**config.mk**
```make
export PLATFORM = sky130hd
export DESIGN_NAME = axis_fifo_param
export DESIGN_NICKNAME = d
export VERILOG_FILES = /design/src/rtl/axis_fifo_param.sv
export SDC_FILE = /design/constraint.sdc
export NUM_CORES = 1
export LEC_CHECK = 0
export ABC_AREA = 1
export BUFFER_PORTS_ARGS = -buffer_cell sky130_fd_sc_hd__clkbuf_2
export CAP_MARGIN = 20
export CELL_PAD_IN_SITES_DETAIL_PLACEMENT = 1
export CELL_PAD_IN_SITES_GLOBAL_PLACEMENT = 2
export CORE_AREA = 3 3 91 93
export CTS_CLUSTER_SIZE = 30
export DETAILED_ROUTE_END_ITERATION = 6
export DIE_AREA = 0 0 94 96
export PLACE_DENSITY_LB_ADDON = 0.25
export RECOVER_POWER = 100
export SETUP_SLACK_MARGIN = 0.02
export SYNTH_ARGS = -nofsm -noshare
export SYNTH_HDL_FRONTEND = slang
export SYNTH_SLANG_ARGS = --single-unit
```
**constraint.sdc**
```tcl
create_clock -name clock -period 3.27 [get_ports clock]
set_input_delay 0.327 -clock clock [delete_from_list [all_inputs] [get_ports clock]]
set_output_delay 0.327 -clock clock [all_outputs]
set_load 0.02 [all_outputs]
```
**src/rtl/axis_fifo_param.sv**
```systemverilog
// Single-clock first-word-fall-through FIFO with AXI-Stream style handshakes,
// synchronous flush and occupancy flags. DEPTH need not be a power of two.
module axis_fifo_param #(
    parameter int WIDTH  = 8,
    parameter int DEPTH  = 7,
    parameter int AFULL  = DEPTH - 1,
    parameter int AEMPTY = 1,
    localparam int CW    = $clog2(DEPTH + 1)
) (
    input  logic             clock,
    input  logic             reset,
    input  logic             flush,
    input  logic [WIDTH-1:0] idata,
    input  logic             ivalid,
    output logic             iready,
    output logic [WIDTH-1:0] odata,
    output logic             ovalid,
    input  logic             oready,
    output logic [CW-1:0]    size,
    output logic             almost_full,
    output logic             almost_empty
);

    localparam int PW = $clog2(DEPTH);

    logic [WIDTH-1:0] mem_q [DEPTH];
    logic [PW-1:0]    wr_ptr_q, wr_ptr_d;
    logic [PW-1:0]    rd_ptr_q, rd_ptr_d;
    logic [CW-1:0]    size_q, size_d;
    logic             push, pop;

    function automatic logic [PW-1:0] ptr_inc(input logic [PW-1:0] p);
        return (p == PW'(DEPTH - 1)) ? '0 : p + 1'b1;
    endfunction

    // iready is forced low while reset is held so no word is taken during reset
    assign iready       = (size_q != CW'(DEPTH)) && !flush && !reset;
    assign ovalid       = (size_q != '0);
    assign odata        = mem_q[rd_ptr_q];
    assign size         = size_q;
    assign almost_full  = (size_q >= CW'(AFULL));
    assign almost_empty = (size_q <= CW'(AEMPTY));

    assign push = ivalid && iready;
    assign pop  = ovalid && oready && !flush;

    always_comb begin
        wr_ptr_d = wr_ptr_q;
        rd_ptr_d = rd_ptr_q;
        size_d   = size_q;
        if (flush) begin
            wr_ptr_d = '0;
            rd_ptr_d = '0;
            size_d   = '0;
        end else begin
            if (push) wr_ptr_d = ptr_inc(wr_ptr_q);
            if (pop)  rd_ptr_d = ptr_inc(rd_ptr_q);
            case ({push, pop})
                2'b10:   size_d = size_q + 1'b1;
                2'b01:   size_d = size_q - 1'b1;
                default: size_d = size_q;
            endcase
        end
    end

    always_ff @(posedge clock or posedge reset) begin
        if (reset) begin
            wr_ptr_q <= '0;
            rd_ptr_q <= '0;
            size_q   <= '0;
        end else begin
            wr_ptr_q <= wr_ptr_d;
            rd_ptr_q <= rd_ptr_d;
            size_q   <= size_d;
        end
    end

    // Storage carries no reset; only the control state above is cleared.
    always_ff @(posedge clock) begin
        if (push) mem_q[wr_ptr_q] <= idata;
    end

endmodule
```
==> results.yml <==
clock_network:
  clockBufferDepth: 2
  cts_root_buf: "clkbuf_8"
  cts_made_buffers: 9
  cts_tree: "yes"
  cts.repair.resized: 0
  clkTransAtPathRegs_ps: 70
  clk_latency_ps: 330
  cts-htree-levels: 3
  clock_sinks: 65
yosys:
  async_reset_ff_share_pct: 13.8
  synth_nets: 274
  netlist_area_um2: 2890
  syn_avg_cell_area_um2: 11.3
  yosysWarnings: 0
  ys_seq_elements: 65
  synthTopCellsByCount: "61 x nand2_1, 56 x edfxtp_1, 22 x nor2_1, 15 x inv_1, 14 x a21oi_1"
  synth_edf_count: 56
  synth.yosys.seq_area_share_pct: 65.9
  syn_inst: 255
  post-synth-top-area-cell: "edfxtp_1"
  yosysMostFrequentCell: "nand2_1"
  yosys.cell_types.count: 27
  synth_ff_type: "edfxtp_1"
  yosysTopAreaCellShare_pct: 58.2
  ys_top_cells_by_area: "edfxtp_1 58%, nand2_1 7.9%, dfrtp_1 7.8%"
drt:
  drt_iter0_drc: 91
  drtPass1Iterations: 4
  wl_per_cell_um: 17.1
  drtAntennaViolNets: 0
  via_count: 1912
  wl_um: 6820
  drc: 0
  drt-vias-per-instance: 4.79
global_route:
  antenna_found_initial: 0
  grt_use_met3_pct: 3.05
  grt_pass1_vias: 2045
  gr-usage-met1_pct: 21.8
  track_usage_pct: 16.6
  grt_most_used_layer: "met2"
  grt_max_degree: 22
  grt_pass1_wl_um: 11000
  grt-ovfl-total: 0
  met2_usage_pct: 27.6
placement:
  dpl_cell_area_um2: 3180
  place.port_buffers: 27
  gp_congestion: 0.784
  pre_cts_ws_ps: 826
  hpwl_um: 4750
  placed_cells_incl_taps: 383
flow_run:
  drv_cap: 0
worst_hold_path:
  min_path_type: "input port to flip-flop"
power:
  p_sw_share_pct: 33.9
  leakagePower_uw: 0.00123
  peakVddDrop_uv: 277
  p_int_uw: 1340
  p_clk_share_pct: 27.1
  power_frac_seq_pct: 47.8
  power_switching_uw: 688
  power_density_nw_per_um2: 627
  combPwrFrac_pct: 25.1
setup_path:
  crit_fanout: 11
  crit_path_start_kind: "input port"
  criticalPathCategory: "input port to flip-flop"
  arrival_ps: 2590
  endpoint_kind: "flip-flop"
  cp_data_required_time_ps: 3290
floorplan:
  die_area_um2: 9020
  dieWidth_um: 94
  die_height_um: 96
  placement_rows: 32
  start_util_pct: 38.0
  core-area_um2: 7610
  io_pins: 28
sta:
  maxSlewHeadroom_pct: 34.9
  skew_ps: 10.2
  min_period_ps: 2570
  slew_viol_final: 0
  max_freq_mhz: 389
  finalSetupTns_ps: 0
  setup_slack_ps: 700
  setup_viol: 0
  finalHoldViolCount: 0
  finalCritPeriodShare_pct: 78.6
  rsz0062_at_grt: "no"
  tightest_slew_ps: 967
cells_and_area:
  final_area_um2: 3240
  area_growth_pct: 11.9
  stdcell_count: 399
  num_antenna_cells: 0
  drive_gt1_share_pct: 10.4
  final_net_count: 312
outcome:
  status: "completed"
## area by class of cell
cell class | count | area, µm²
clock buffer | 10 | 128
clock inverter | 5 | 23.8
fill | 884 | 4370
inverter | 18 | 67.6
multi-input combinational | 163 | 823
sequential | 65 | 1910
tap | 102 | 128
timing repair buffer | 36 | 160
## repair_timing
action,4_1_cts,5_1_grt
hold endpoints to repair,5,0
buffers inserted,0,0
hold buffers,1,0
## kinds of logic after synthesis
kind of cell,share of synthesized area [%]
AOI/OAI and AO/OA,7.88
adders and majority gates,2.60
DFF,65.9
and+or+nand+nor,19.2
buffers and inverters,4.11
xor gates and xnor gates,0.303
## power by group through the flow
stage          clock, µW  combinational (µW)  sequential [µW]
2_1_floorplan          0                 391              980
3_3_place_gp           0                 550              988
3_5_place_dp           0                 553              990
4_1_cts              569                 556              972
5_1_grt              608                 579              976
6_report             551                 509              971
## worst max-delay path, cell delays in order
cell           delay (ps)
dlygate4sd3_1         530
clkbuf_1              110
inv_1                 380
nand3_4               210
nor4_1                770
clkbuf_1              270
## worst paths after layout
check / cells past startpoint / to / slack [ps] / startpoint
hold / removal: 1 / mem_q[0][7] / 340 / idata[7]
min in group asynchronous: 3 / size[0] / 560 / reset
setup / recovery: 6 / mem_q[5][1] / 700 / reset
hold reg to reg: 2 / size[1] / 610 / size[1]
max in group asynchronous: 3 / rd_ptr_q[0] / 2370 / reset
setup reg to reg: 6 / mem_q[5][1] / 770 / size[1]
## per-layer routing
metal	share of wire [%]	up-vias
li1	-	961
met1	48	925
met2	49	22
met3	2.2	4
met4	1.0	0
met5	0	-
## cells in the final DEF, fill, tap and decap left out, drive strengths merged
cell type / count
nand2: 67
edfxtp: 56
clkbuf: 42
nor2: 28
inv: 18
nand3: 15
o21ai: 15
a21oi: 14
dfrtp: 9
o211ai: 6
ha: 6
o31ai: 4
clkinv: 4
buf: 3
nand4: 2
nor3: 2
nor4: 2
xnor2: 1
a22oi: 1
clkinvlp: 1
dlygate4sd3: 1
## stage by stage
stage	utilization (%)	hold WS (ps)	total power, µW
after floorplan	-	193	1370
after global placement	41.7	358	1540
after detailed placement	41.7	360	1540
after CTS	43.9	261	2100
after global routing	42.5	359	2160
final	42.5	341	2030
## registers in the layout, summed over array words and instances (netlist names)
signal,flops
rd_ptr_q,3
mem_q,56
wr_ptr_q,3
size,3
No activity file was read; power rests on OpenSTA's default activity.
